### src/rtl/count_event_monitor.sv
// count_event_monitor
// Watches the up/down counter's controls and flags, classifies each cycle
// as load / wrap_up / wrap_down / nothing, timestamps the event with a
// free-running cycle counter and queues the record in a small FIFO that
// drains through a valid/ready stream.
// Optional build macro: COUNT_EVENT_STATS_EN enables the saturating
// up_wraps / down_wraps statistics counters. When it is undefined, both
// outputs are tied to zero.
module count_event_monitor #(
    parameter int WIDTH   = 4,
    parameter int DEPTH   = 4,
    parameter int STAMP_W = 8
) (
    input  logic                       clk,
    input  logic                       rst_n,
    input  logic                       ce,
    input  logic                       up_down,
    input  logic                       load_n,
    input  logic [WIDTH-1:0]           count_in,
    input  logic                       max_count,
    input  logic                       zero,
    input  logic                       clr,
    output logic                       ev_valid,
    input  logic                       ev_ready,
    output logic [1:0]                 ev_type,
    output logic [WIDTH-1:0]           ev_count,
    output logic [STAMP_W-1:0]         ev_stamp,
    output logic [$clog2(DEPTH):0]     fifo_level,
    output logic                       dropped,
    output logic [7:0]                 up_wraps,
    output logic [7:0]                 down_wraps
);

    localparam int AW    = $clog2(DEPTH);
    localparam int REC_W = 2 + WIDTH + STAMP_W;

    localparam logic [1:0] EV_LOAD      = 2'd0;
    localparam logic [1:0] EV_WRAP_UP   = 2'd1;
    localparam logic [1:0] EV_WRAP_DOWN = 2'd2;

    localparam logic [STAMP_W-1:0] STAMP_ONE = {{(STAMP_W-1){1'b0}}, 1'b1};
    localparam logic [AW:0]        PTR_ONE   = {{AW{1'b0}}, 1'b1};

    logic [STAMP_W-1:0] r_stamp;
    logic [AW:0]        r_wr_ptr;
    logic [AW:0]        r_rd_ptr;
    logic [REC_W-1:0]   r_mem [DEPTH];
    logic               r_dropped;

    logic               w_ev_det;
    logic [1:0]         w_ev_code;
    logic               w_empty;
    logic               w_full;
    logic               w_pop;
    logic               w_push;
    logic [REC_W-1:0]   w_head;

    // Free-running timestamp; an event records the value before this increment.
    always_ff @(posedge clk or negedge rst_n) begin
        if (!rst_n) begin
            r_stamp <= {STAMP_W{1'b0}};
        end else begin
            r_stamp <= r_stamp + STAMP_ONE;
        end
    end

    // Classify the sampled counter activity; load overrides both wrap kinds.
    always_comb begin
        w_ev_det  = 1'b0;
        w_ev_code = EV_LOAD;
        if (!load_n) begin
            w_ev_det  = 1'b1;
            w_ev_code = EV_LOAD;
        end else if (ce && up_down && max_count) begin
            w_ev_det  = 1'b1;
            w_ev_code = EV_WRAP_UP;
        end else if (ce && !up_down && zero) begin
            w_ev_det  = 1'b1;
            w_ev_code = EV_WRAP_DOWN;
        end else begin
            w_ev_det  = 1'b0;
            w_ev_code = EV_LOAD;
        end
    end

    // Full when the pointers differ only in the wrap bit.
    assign w_empty = (r_wr_ptr == r_rd_ptr);
    assign w_full  = (r_wr_ptr[AW] != r_rd_ptr[AW]) &&
                     (r_wr_ptr[AW-1:0] == r_rd_ptr[AW-1:0]);

    // A full FIFO still takes a record when the head leaves in the same cycle.
    assign w_pop  = !w_empty && ev_ready;
    assign w_push = w_ev_det && (!w_full || w_pop);

    // Record storage; cleared on reset so the head reads zero while empty.
    always_ff @(posedge clk or negedge rst_n) begin
        if (!rst_n) begin
            for (int i = 0; i < DEPTH; i++) begin
                r_mem[i] <= {REC_W{1'b0}};
            end
        end else if (w_push) begin
            r_mem[r_wr_ptr[AW-1:0]] <= {w_ev_code, count_in, r_stamp};
        end else begin
            r_mem <= r_mem;
        end
    end

    // Write and read pointers with an extra wrap bit.
    always_ff @(posedge clk or negedge rst_n) begin
        if (!rst_n) begin
            r_wr_ptr <= {(AW+1){1'b0}};
            r_rd_ptr <= {(AW+1){1'b0}};
        end else begin
            if (w_push) begin
                r_wr_ptr <= r_wr_ptr + PTR_ONE;
            end else begin
                r_wr_ptr <= r_wr_ptr;
            end
            if (w_pop) begin
                r_rd_ptr <= r_rd_ptr + PTR_ONE;
            end else begin
                r_rd_ptr <= r_rd_ptr;
            end
        end
    end

    // Sticky loss flag: a new drop takes precedence over clr.
    always_ff @(posedge clk or negedge rst_n) begin
        if (!rst_n) begin
            r_dropped <= 1'b0;
        end else if (w_ev_det && !w_push) begin
            r_dropped <= 1'b1;
        end else if (clr) begin
            r_dropped <= 1'b0;
        end else begin
            r_dropped <= r_dropped;
        end
    end

    assign w_head     = r_mem[r_rd_ptr[AW-1:0]];
    assign ev_valid   = !w_empty;
    assign ev_type    = w_head[REC_W-1 -: 2];
    assign ev_count   = w_head[STAMP_W +: WIDTH];
    assign ev_stamp   = w_head[STAMP_W-1:0];
    assign fifo_level = r_wr_ptr - r_rd_ptr;
    assign dropped    = r_dropped;

`ifdef COUNT_EVENT_STATS_EN
    logic [7:0] r_up_wraps;
    logic [7:0] r_down_wraps;

    // Saturating wrap statistics; clr overrides a coincident event.
    always_ff @(posedge clk or negedge rst_n) begin
        if (!rst_n) begin
            r_up_wraps   <= 8'd0;
            r_down_wraps <= 8'd0;
        end else if (clr) begin
            r_up_wraps   <= 8'd0;
            r_down_wraps <= 8'd0;
        end else begin
            if (w_ev_det && (w_ev_code == EV_WRAP_UP) && (r_up_wraps != 8'hFF)) begin
                r_up_wraps <= r_up_wraps + 8'd1;
            end else begin
                r_up_wraps <= r_up_wraps;
            end
            if (w_ev_det && (w_ev_code == EV_WRAP_DOWN) && (r_down_wraps != 8'hFF)) begin
                r_down_wraps <= r_down_wraps + 8'd1;
            end else begin
                r_down_wraps <= r_down_wraps;
            end
        end
    end

    assign up_wraps   = r_up_wraps;
    assign down_wraps = r_down_wraps;
`else
    assign up_wraps   = 8'd0;
    assign down_wraps = 8'd0;
`endif

endmodule

### config.mk
export PLATFORM = sky130hd
export DESIGN_NAME = count_event_monitor
export DESIGN_NICKNAME = d
export VERILOG_FILES = /design/src/rtl/count_event_monitor.sv
export SDC_FILE = /design/constraint.sdc
export NUM_CORES = 1
export LEC_CHECK = 0
export CAP_MARGIN = 25
export CORE_UTILIZATION = 50
export DETAILED_ROUTE_END_ITERATION = 6
export HOLD_SLACK_MARGIN = 0.03
export PLACE_DENSITY = 0.77
export SYNTH_ARGS = -nofsm -noshare
export SYNTH_HDL_FRONTEND = slang
export SYNTH_SLANG_ARGS = --single-unit
### constraint.sdc
create_clock -name clk -period 2.53 [get_ports clk]
set_clock_uncertainty 0.15 [all_clocks]
set_input_delay 0.3795 -clock clk [delete_from_list [all_inputs] [get_ports clk]]
set_output_delay 0.3795 -clock clk [all_outputs]
set_load 0.02 [all_outputs]
[Word level (Yosys, flattened, before mapping)]
Cells that the tools add are included.
Operators by class
  shifts and indexed selects: 0
  $mul: 0
  $lt $le $gt $ge: 3
  equality and inequality tests: 3
  divide/modulo/power cells: 0
  $add $sub $neg: 4
  bitwise gates (word level): 2
  reduce and logical (&&, ||, !) cells: 15
  muxes and demuxes: 14
Operator list (number)
  $bwmux 56: 1
  $mux 14: 3
  $bmux 14 s2: 1
  $demux 14 s2: 1
  $logic_and 1x1->1: 9
  $add 8x1->8 const B: 1
  $add 3x1->3 const B: 2
  $ge 3x3->1 const B: 2
  $mux 2: 3
  $not 2->3: 2
  $mux 1: 5
  $logic_not 1->1: 4
  $eq 3x3->1: 1
  $lt 3x1->1 const B: 1
  $sub 3x3->3: 1
  $eq 2x2->1: 1
  $reduce_bool 2->1: 1
  $logic_or 1x1->1: 1
  $ne 1x1->1: 1
Word-level totals
  flip-flop bits (word level): 71
  latch bits: 0
  memory bits (read-only): 0
  output and inout bits: 35
  memory bits (writable): 0
  memories: 0

[Logic depth before layout (Yosys ltp)]
Gate-level depths: netlist (run 1).
  depth after elaboration: 10
  mapped depth: 9
  depth with buffers taken out: 6

[Worst setup path after synthesis (run 1)]
OpenSTA, ideal clock, no wires.
  kind: register to register
  start: reg r_rd_ptr[1]
  end: reg r_mem[0] in the netlist's numbering
  data required time: 2.255 ns
  path slack: -0.105 ns
  period minus slack after synthesis: 2.635 ns
  library setup time: 0.125 ns
  arrival time: 2.360 ns
  cell stages (with the launch flop): 10
  cell sequence: dfrtp_1 -> clkbuf_1 -> clkbuf_1 -> inv_1 -> ha_1 -> nand3b_1 -> nor2_4 -> nor3b_4 -> buf_12 -> mux2_4
Between the ends
  cells in the longest elaborated chain, start to end: 5
  elaborated cells between the ends (all ways): 8
  those cells by class: eq/ne: 2; reduce/logical: 6
RTL lines
  start, declared: RTL line 46  | logic [AW:0] r_rd_ptr;
  start signal, assigned: RTL line 112  | r_rd_ptr <= {(AW+1){1'b0}};
  start signal, assigned: RTL line 120  | r_rd_ptr <= r_rd_ptr + PTR_ONE;
  start signal, assigned: RTL line 122  | r_rd_ptr <= r_rd_ptr;
  $eq 3x3->1 or $eq 2x2->1 (tied branches): RTL line 87, 89
  $logic_not 1->1 or $logic_and 1x1->1 (tied branches): RTL line 92, 88
  $logic_and 1x1->1 or $logic_not 1->1 (tied branches): RTL line 92, 93
  $logic_or 1x1->1 *: RTL line 93  | assign w_push = w_ev_det && (!w_full || w_pop);
  $logic_and 1x1->1 *: RTL line 93
  end signal, assigned by index: RTL line 99  | r_mem[i] <= {REC_W{1'b0}};
  end signal, assigned by index: RTL line 102  | r_mem[r_wr_ptr[AW-1:0]] <= {w_ev_code, count_in, r_stamp};
  end signal, assigned: RTL line 104  | r_mem <= r_mem;
  end, declared: RTL line 47  | logic [REC_W-1:0] r_mem [DEPTH];
Mark *: on every way between the ends. The rest lies on a longest branch, timed or not.
A chain may end at the register's enable or synchronous reset.

[Final worst setup path (run 1)]
  start: reg r_wr_ptr[1]
  end: out fifo_level[2]
Between the ends
  cells in the longest elaborated chain, start to end: 1
RTL lines
  start, declared: RTL line 45  | logic [AW:0] r_wr_ptr;
  start signal, assigned: RTL line 111  | r_wr_ptr <= {(AW+1){1'b0}};
  start signal, assigned: RTL line 115  | r_wr_ptr <= r_wr_ptr + PTR_ONE;
  start signal, assigned: RTL line 117  | r_wr_ptr <= r_wr_ptr;
  $sub 3x3->3: RTL line 145  | assign fifo_level = r_wr_ptr - r_rd_ptr;
  end, declared: RTL line 28  | output logic [$clog2(DEPTH):0] fifo_level,
Every way passes these cells.

==> results of run 1 <==
## through the flow
stage	hold WS [ns]	utilization (%)	TNS (ns)	setup WS (ns)	cell area, µm²
final	0.3578	61.85	0	0.1193	4225
after detailed placement	0.3061	57.69	-11.21	-0.2773	3941
after CTS	0.3601	61.81	0	0.008487	4223
after global placement	0.3001	57.69	-8.738	-0.2075	3941
after floorplan	-0.06609	-	0	0.002931	3617
after global routing	0.3767	61.85	0	0.01148	4225
## placed cells by master, fill, tap and decap left out
cell,count
a21boi_4,1
and3_1,1
and4_1,1
and4_2,1
and4b_2,1
buf_12,4
buf_2,1
buf_4,15
buf_6,1
clkbuf_8,12
clkdlybuf4s50_1,13
clkinv_2,2
clkinvlp_4,1
conb_1,16
dfrtp_1,71
dlygate4sd2_1,16
dlygate4sd3_1,1
dlymetal6s2s_1,1
fa_1,1
ha_1,8
inv_1,7
mux2_2,19
mux2_4,40
mux4_2,14
nand2_1,2
nand3_1,4
nand3b_1,1
nand4_1,1
nor2_1,1
nor2_4,1
nor3b_4,4
o32ai_1,1
xnor2_1,8
xnor2_2,1
xor2_1,3
## cells in the mapped netlist (2+ instances only)
cell type and count:
buf_4 16, mux2_4 40, xnor2_1 8, clkbuf_1 2
nand3_1 4, buf_6 3, nor3b_4 4, mux2_2 19
buf_2 2, ha_1 8, inv_1 7, nand2_1 2
xor2_1 3, mux4_2 14, dfrtp_1 71
## cells by family (layout without fill, tap and decap cells)
group                    count (synthesis)  in the layout
adder cells (fa/ha/maj)                  9              9
AND/OR/NAND/NOR                         18             18
other                                    1             16
AO/OA/AOI/OAI                            2              2
multiplexers                            73             73
buffers and inverters                   32             74
XOR/XNOR                                12             12
flip-flops                              71             71
## power breakdown
part	switching, µW	internal, µW
combinational	1190	1540
sequential	230	1540
clock	405	428
## registers in the layout, summed over array words and instances (netlist names)
signal    count
r_stamp       8
dropped       1
r_mem        56
r_wr_ptr      3
r_rd_ptr      3
## how the worst max path moves through the flow
stage | endpoint | slack (ns) | start
2_1_floorplan | r_mem[0] | 0.003 | r_rd_ptr[1]
3_5_place_dp | r_mem[5] | -0.28 | up_down
6_report | fifo_level[2] | 0.12 | r_wr_ptr[1]
4_1_cts | ev_valid | 0.008 | r_wr_ptr[0]
5_1_grt | fifo_level[2] | 0.01 | r_wr_ptr[1]
3_3_place_gp | r_mem[6] | -0.21 | up_down
## layer usage
metal | wire [µm] | track usage, %
met2 | 2890 | 29.29
met3 | 193 | 3.905
met5 | 0 | 0
met4 | 94 | 7.273
met1 | 2844 | 25.33
## area by class of cell
cell class	count	area, µm²	area share, %
sequential	71	1777	42.05
multi-input combinational	130	1618	38.29
timing repair buffer	52	501.7	11.87
clock buffer	12	165.2	3.909
tap	96	120.1	2.843
inverter	7	26.28	0.6219
clock inverter	3	17.52	0.4146
## what timing repair did
action / CTS / global route
setup endpoints to repair: 39 / 1
buffers inserted: 9 / 0
hold buffers: 1 / 0
pin swaps: 4 / 0
gates resized for setup: 20 / 1
endpoints found under the hold margin: 28 / 0
==> results.md, run 1 <==
* Status: finished, final reports clean
* Placed insts at ~350
* Post-synthesis adder-cell area fraction at 3.374%
* Area delta synth->final at 18.70%
* Worst r2r dst: r_mem[41]
* Critical path startpoint category: register
* 1st-iter DRT viols at 66
* Vias in the first global route at 1978
* Post-synthesis compound-gate area fraction at 0.7733%
* Diode count at 0
* Routed Antenna Nets at 0
* GRT Overall Usage at 18.57%
* Crit-path max FO at 4
* Crit-path leading delay family: buffers and inverters
* Post-Syn Area at 3560 µm²
* Core area at just under 7000 µm²
* CP max stage delay at 0.43 ns
* Largest net degree at the start of global routing at 44
* Total Wirelength at 6022 µm
* Sequential share of the synthesized area at 49.91%
* Post-Syn Instances at 218
* Crit. path cell count at 5
* Seq cells post-synth at 71
* Share of the synthesized area in the top cell type at 49.91%
* Port-buffer cells at 31
* Asr flop ratio synth at 100.0%
* Share of layout cells above drive strength 1 at between 40 and 50%
* FP Rows at 30
* Setup slack, reg-to-reg at 0.44 ns
* Initial Utilization at between 50 and 60%
* Placed wire-length estimate at 3892 µm
* Fin. Hold Viols at 0
* LEAKAGE at 0.001938 µW
* # DRC at 0
* Critical path's slowest cell: fa_1
* Setup violators final at 0
* Number of vias per cell at 4.933
* Pins Over Slew Limit at 0
* WHS Path Cells at 1
* Max Freq at 0.4148 GHz
* Gr ovfl total at 0
* Worst path cell trace: buf_4 > inv_1 > fa_1 > xnor2_1 > dlygate4sd2_1
* Fin crit period at between 2 and 2.5 ns
* Hold Path Origin: r_mem[8]
* Worst vdd ir at between 1000 and 1500 µV
* Clock Pin Slew Worst Setup and Hold Paths at 0.07 ns
* Fillers at 538
* Post-synth EDFFs at 0
* Hold EP: r_mem[8]
* Dominant synthesized flop cell: dfrtp_1
* Worst Max-Slew Pin Slew at between 0.6 and 0.7 ns
* Num CTS Buffers at 9
* Io pins at 48
* Largest area contributor in the netlist: dfrtp_1
* Worst-Skew Late Latency at 0.33 ns
* Gpl congestion at 0.7217
* Largest family of logic cells by synthesized area: multiplexers
* Final period utilization at 95.29%
* Yosys cell types at 30
* RSZ-0062 raised after global routing: no
* Top cells by area, synth: dfrtp_1, mux2_4, mux4_2
* Antenna violations before repair at 0
* Worst r2r src: r_wr_ptr[0]
* Final #Nets at 293
* Synth Area in XOR/XNOR at 3.163%
* Required time of the critical path at 2.00 ns
* Pwr Density at 1261 nW/µm²
* DIE AREA at 7461 µm²
* Mux cell area share after synthesis at 31.74%
* CTS tree: done
* Clock Sink Count at 71
* Crit path capture type: output port
* Global-route wire length before repair at 10240 µm
* Critical path arrival at 1.88 ns
* CP bufs+invs at 3
* Total number of yosys warnings at 0
* Register-to-Register Path Depth at 7
* Simple-gate share of the synthesized area at about 4.7%
* Hold/Removal Path Class: register to register
* Maximum root-to-sink buffer count at 2
* Root Driver: clkbuf_8
* # H-tree levels at 3
* Vias at 1830
* Post-Layout Cell Count at 371
* Normalized max-slew margin at 55.30%
* Design Power at 5328 µW
* Setup CP Type: register to output port
* Drt first pass iters at 4
* Drt wl/cell at 16.23 µm
* Die Width at 86.38 µm
* Die Height at between 80 and 90 µm
* MaxCap Viol Count at 0
* Mean Syn Cell Area at 16.33 µm²
(Power assumes the default switching activity.)
==> run 2, diff against run 1 <==
--- a/config.mk
+++ b/config.mk
@@ -6,6 +6,7 @@
 export NUM_CORES = 1
 export LEC_CHECK = 0
 export CAP_MARGIN = 25
+export CORE_MARGIN = 2
 export CORE_UTILIZATION = 50
 export DETAILED_ROUTE_END_ITERATION = 6
 export HOLD_SLACK_MARGIN = 0.03
==> run 2 against run 1 <==
  * Count of clock-buffer cells in the layout down 2
  * First-iteration DRC count is 20% higher
  * Sequential cell count is the same
  * Final cell count down 0.27%
  * Cell area up 0.92%
  * Sequential share of layout area is 0.38 points lower
  * Worst hold slack got worse by 0.00095 ns
==> results.md, run 2 (synthesis results as in run 1) <==
* Status: finished, final reports clean
* Commonest non-fill, non-tap cell in the layout: dfrtp_1
* Root Driver: clkbuf_8
* CTS tree: done
* Worst r2r dst: r_mem[2]
* Setup violators final at 0
* Pwr Density at between 1000 and 1500 nW/µm²
* Register-to-Register Path Depth at 8
* Final period utilization at 96.78%
* 1st-iter DRT viols at 79
* Worst-Skew Late Latency at 0.34 ns
* Routed Antenna Nets at 0
* Required time of the critical path at 2.00 ns
* Antenna violations before repair at 0
* RSZ-0062 raised after global routing: no
* WHS Path Cells at 1
* Crit-path max FO at 3
* Final #Nets at 291
* Largest net degree at the start of global routing at 27
* Fillers at 533
* Fin crit period at approximately 2.4 ns
* Fin. Hold Viols at 0
* Port-buffer cells at 31
* Hold EP: r_mem[2]
* Num CTS Buffers at 9
* FP Rows at 30
* Maximum root-to-sink buffer count at 2
* Core area at 6832 µm²
* Global-route wire length before repair at 10490 µm
* Vias in the first global route at ~2000
* Vias at 1878
* Critical path arrival at 1.92 ns
* MaxCap Viol Count at 0
* Drt wl/cell at 17.36 µm
* Clock Sink Count at between 70 and 80
* Placed wire-length estimate at ~4300 µm
* Normalized max-slew margin at roughly 64%
* Total Wirelength at around 6400 µm
* Final Util at 62.42%
* Max Freq at 0.4084 GHz
* Drt first pass iters at 4
* Reg area at 1777 µm²
* GRT Overall Usage at between 15 and 20%
* DIE AREA at 7810 µm²
* Setup slack, reg-to-reg at around 0.30 ns
* Max reg flops at 56
* LEAKAGE at just under 0.002 µW
* Commonest cells after routing, fill and taps aside: dfrtp_1, mux2_4, mux2_2
* Number of vias per cell at 5.076
* Die Height at 88.38 µm
* Hold/Removal Path Class: register to register
* Io pins at 48
* Pins Over Slew Limit at 0
* Clock Pin Slew Worst Setup and Hold Paths at approximately 0.08 ns
* Initial Utilization at 52.11%
* Multi-input gate area at 1618 µm²
* Worst Max-Slew Pin Slew at 0.5448 ns
* Die Width at 88.38 µm
* Worst r2r src: r_rd_ptr[1]
* Critical path startpoint category: register
* Gr ovfl total at 0
* Hold Path Origin: r_mem[2]
* Diode count at 0
* Crit path from: r_wr_ptr[0]
* Reg with most FFs: r_mem
* # H-tree levels at 3
* Biggest registers after layout: r_mem (56), r_stamp (8)
* Crit path capture type: output port
* Worst vdd ir at approximately 1100 µV
* Setup TNS at 0 ns
* Share of layout cells above drive strength 1 at 42.70%
* Setup CP Type: register to output port
* # DRC at 0
* Area delta synth->final at 19.79%
* Gpl congestion at 0.7534
-- run 2: changes by cell type in the layout (fill, tap and decap cells not counted), sizes merged --
| cell | previous run | this run |
|---|---|---|
| bufinv | 0 | 3 |
| buf | 21 | 19 |
| clkinv | 2 | 1 |
| inv | 7 | 8 |
| clkbuf | 12 | 10 |
-- run 2: what timing repair did --
| item | 4_1_cts | 5_1_grt |
|---|---|---|
| setup buffers | 4 | 1 |
| resized for setup | 19 | 1 |
| endpoints found under the hold margin | 24 | 0 |
| endpoints found under the setup margin | 19 | 15 |
| hold buffers | 1 | 0 |
| pin swaps | 1 | 1 |
-- run 2: layout make-up --
class	count	area share [%]
clock buffers	10	3.228
inverters	7	0.6162
well taps	96	2.817
flip-flops and latches	71	41.67
multi-input cells	130	37.94
repair buffers	50	11.03
clock inverters	6	2.700
-- run 2: report_power, final --
part           total, µW  switching, µW  internal [µW]  leakage [µW]
Clock               1130            438            687      0.000123
Combinational       2670           1180           1490      0.000965
Sequential          1800            257           1540      0.000863
-- run 2: worst max path at each step --
stage                                to  cells after the start
after floorplan                r_mem[0]                      9
after global placement        r_mem[55]                      5
after detailed placement      r_mem[42]                      5
after CTS                     r_mem[41]                      6
after global routing      fifo_level[2]                      5
final                     fifo_level[2]                      5
-- run 2: metrics by stage --
stage / cells / cell area [µm²] / worst slack [ns] / hold slack [ns] / power, µW
floorplan: 233 / 3617 / 0.002931 / -0.06609 / 3692
global route: 370 / 4264 / 0.005925 / 0.3708 / 5904
global placement: 348 / 3956 / -0.1282 / 0.2586 / 4517
CTS: 369 / 4242 / 0.01830 / 0.3599 / 5629
detailed placement: 348 / 3956 / -0.2213 / 0.2509 / 4582
finish: 370 / 4264 / 0.08146 / 0.3568 / 5593
-- run 2: critical path, cell delays in order (launching register included) --
cell	delay [ns]
dfrtp_1	0.39
inv_1	0.07
ha_1	0.20
fa_1	0.38
xnor2_1	0.18
dlygate4sd2_1	0.35
-- run 2: per-layer routing --
| metal | vias to the layer above | global-route usage, % | wire [µm] |
|---|---|---|---|
| met5 | - | 0 | 0 |
| li1 | 846 | - | - |
| met3 | 6 | 5.877 | 254 |
| met4 | 0 | 5.510 | 48 |
| met2 | 41 | 28.78 | 3289 |
| met1 | 985 | 24.68 | 2833 |
==> run 3, diff against run 2 <==
--- a/config.mk
+++ b/config.mk
@@ -7,10 +7,10 @@
 export LEC_CHECK = 0
 export CAP_MARGIN = 25
 export CORE_MARGIN = 2
-export CORE_UTILIZATION = 50
+export CORE_UTILIZATION = 54
 export DETAILED_ROUTE_END_ITERATION = 6
 export HOLD_SLACK_MARGIN = 0.03
-export PLACE_DENSITY = 0.77
+export PLACE_DENSITY = 0.79
 export SYNTH_ARGS = -nofsm -noshare
 export SYNTH_HDL_FRONTEND = slang
 export SYNTH_SLANG_ARGS = --single-unit
==> constraint.sdc (replaced) <==
create_clock -name clk -period 2.55 [get_ports clk]
set_clock_uncertainty 0.15 [all_clocks]
set_input_delay 0.3825 -clock clk [delete_from_list [all_inputs] [get_ports clk]]
set_output_delay 0.3825 -clock clk [all_outputs]
set_load 0.02 [all_outputs]
==> run 3 against run 2 <==
  * Clock power shrank 15%
  * Sequential cell count is the same
  * Sequential share of layout area grew 0.33 points
  * Final cell count shrank 4.6%
  * First-iteration DRC count grew 15%
  * Die area shrank 7.1%
  * Wire length shrank 4.1%
  * Via count grew 0.75%
==> results.md, run 3 (synthesis results as in run 1) <==
* Commonest non-fill, non-tap cell in the layout: dfrtp_1
* Initial Utilization at 56.06%
* Setup slack, reg-to-reg at 0.48 ns
* Area delta synth->final at 18.84%
* Pwr Density at 1287 nW/µm²
* Antenna violations before repair at 0
* Vias at 1892
* FP Rows at 29
* Final Util at approximately two thirds
* Setup violators final at 0
* DIE AREA at 7257 µm²
* Global-route wire length before repair at 10320 µm
* Die Height at 85.19 µm
* Hold Path Origin: r_mem[6]
* Core area at 6350 µm²
* RSZ-0062 raised after global routing: no
* Placed wire-length estimate at 3885 µm
* Critical path's slowest cell: dfrtp_1
* Port-buffer cells at 31
* Worst-Skew Late Latency at 0.34 ns
* Vias in the first global route at 2026
* Setup CP Type: register to output port
* Drt wl/cell at 17.46 µm
* Critical path arrival at ~1.9 ns
* Fin crit period at 2.400 ns
* Critical path startpoint category: register
* Root Driver: clkbuf_8
* Gr ovfl total at 0
* Crit path capture type: output port
* Crit path from: r_rd_ptr[0]
* Final period utilization at 94.12%
* GRT Overall Usage at 18.70%
* Worst path cell trace: ha_1 > fa_1 > xnor2_1 > dlygate4sd2_1
* Maximum root-to-sink buffer count at 2
* Setup TNS at 0 ns
* # H-tree levels at 3
* Hold/Removal Path Class: register to register
* Status: finished, final reports clean
* Final hold slack at 0.3555 ns
* Commonest cells after routing, fill and taps aside: dfrtp_1, mux2_4, mux2_2
* Largest net degree at the start of global routing at between 70 and 80
* Biggest registers after layout: r_mem (56), r_stamp (8)
* Total Wirelength at 6163 µm
* Max Freq at 0.4167 GHz
* # DRC at 0
* MaxCap Viol Count at 0
* Die Width at approximately 85 µm
* Worst r2r src: r_rd_ptr[0]
* CTS tree: done
* Worst vdd ir at 1195 µV
* Number of vias per cell at 5.360
* Fin. Hold Viols at 0
* Gpl congestion at 0.7130
* Clock Sink Count at 71
* Routed Antenna Nets at 0
* Share of layout cells above drive strength 1 at 43.12%
* Max reg flops at 56
* Required time of the critical path at a little over 2 ns
* Final #Nets at ~290
* CP max stage delay at 0.42 ns
* Diode count at 0
* LEAKAGE at 0.001953 µW
* Num CTS Buffers at 9
* Crit-path max FO at 2
* 1st-iter DRT viols at between 90 and 100
* Io pins at 48
* Drt first pass iters at 4
* Pins Over Slew Limit at 0
* Clock Pin Slew Worst Setup and Hold Paths at 0.07 ns
* Reg with most FFs: r_mem
==> run 3: stage by stage <==
| stage | setup slack (ns) | cells | total power (µW) | area, µm² |
|---|---|---|---|---|
| 6_report | 0.1500 | 353 | 5445 | 4230 |
| 5_1_grt | 0.07245 | 353 | 5753 | 4230 |
| 4_1_cts | 0.03596 | 348 | 5439 | 4178 |
| 3_5_place_dp | -0.2758 | 327 | 4551 | 3918 |
| 3_3_place_gp | -0.2384 | 327 | 4481 | 3918 |
| 2_1_floorplan | 0.02293 | 233 | 3663 | 3617 |
==> run 3: worst paths after layout <==
| check | endpoint | cells after the start |
|---|---|---|
| worst max-delay path | fifo_level[2] | 4 |
| worst min-delay path | r_mem[6] | 1 |
| worst max register to register | r_mem[40] | 6 |
| worst min register to register | r_mem[6] | 1 |
| max in group asynchronous | r_mem[54] | 3 |
| min in group asynchronous | r_mem[46] | 3 |
==> run 3: cell type report <==
| class | instances | area (µm²) |
|---|---|---|
| Clock inverter | 7 | 87.58 |
| Multi-Input combinational cell | 130 | 1618 |
| Clock buffer | 9 | 123.9 |
| Tap cell | 77 | 96.34 |
| Fill cell | 443 | 2120 |
| Sequential cell | 71 | 1777 |
| Timing Repair Buffer | 52 | 501.7 |
| Inverter | 7 | 26.28 |
==> run 3: timing repair <==
action / in CTS / in global routing
pin swaps: 2 / 2
endpoints found under the setup margin: 22 / 9
resized for setup: 20 / 1
endpoints found under the hold margin: 71 / 0
hold buffers: 1 / 0
setup buffers: 4 / 5
==> run 3: power by group <==
part           total, µW  switching (µW)  internal (µW)
Combinational       2730            1210           1520
Sequential          1760             230           1530
Clock                955             412            543
==> run 3: worst max-delay path, delay by kind of cell (launching register included) <==
kind / cells / cell delay [ns]
XOR/XNOR: 1 / 0.16
adder cells (fa/ha/maj): 2 / 0.60
buffers and inverters: 1 / 0.35
flip-flops: 1 / 0.42
==> run 3: metal layers <==
layer / wire, µm / part of all wire (%) / GRT usage [%]
met1: 2847 / 46 / 25.76
met2: 2962 / 48 / 28.48
met3: 255 / 4.1 / 5.058
met4: 98 / 1.6 / 7.504
met5: 0 / 0 / 0
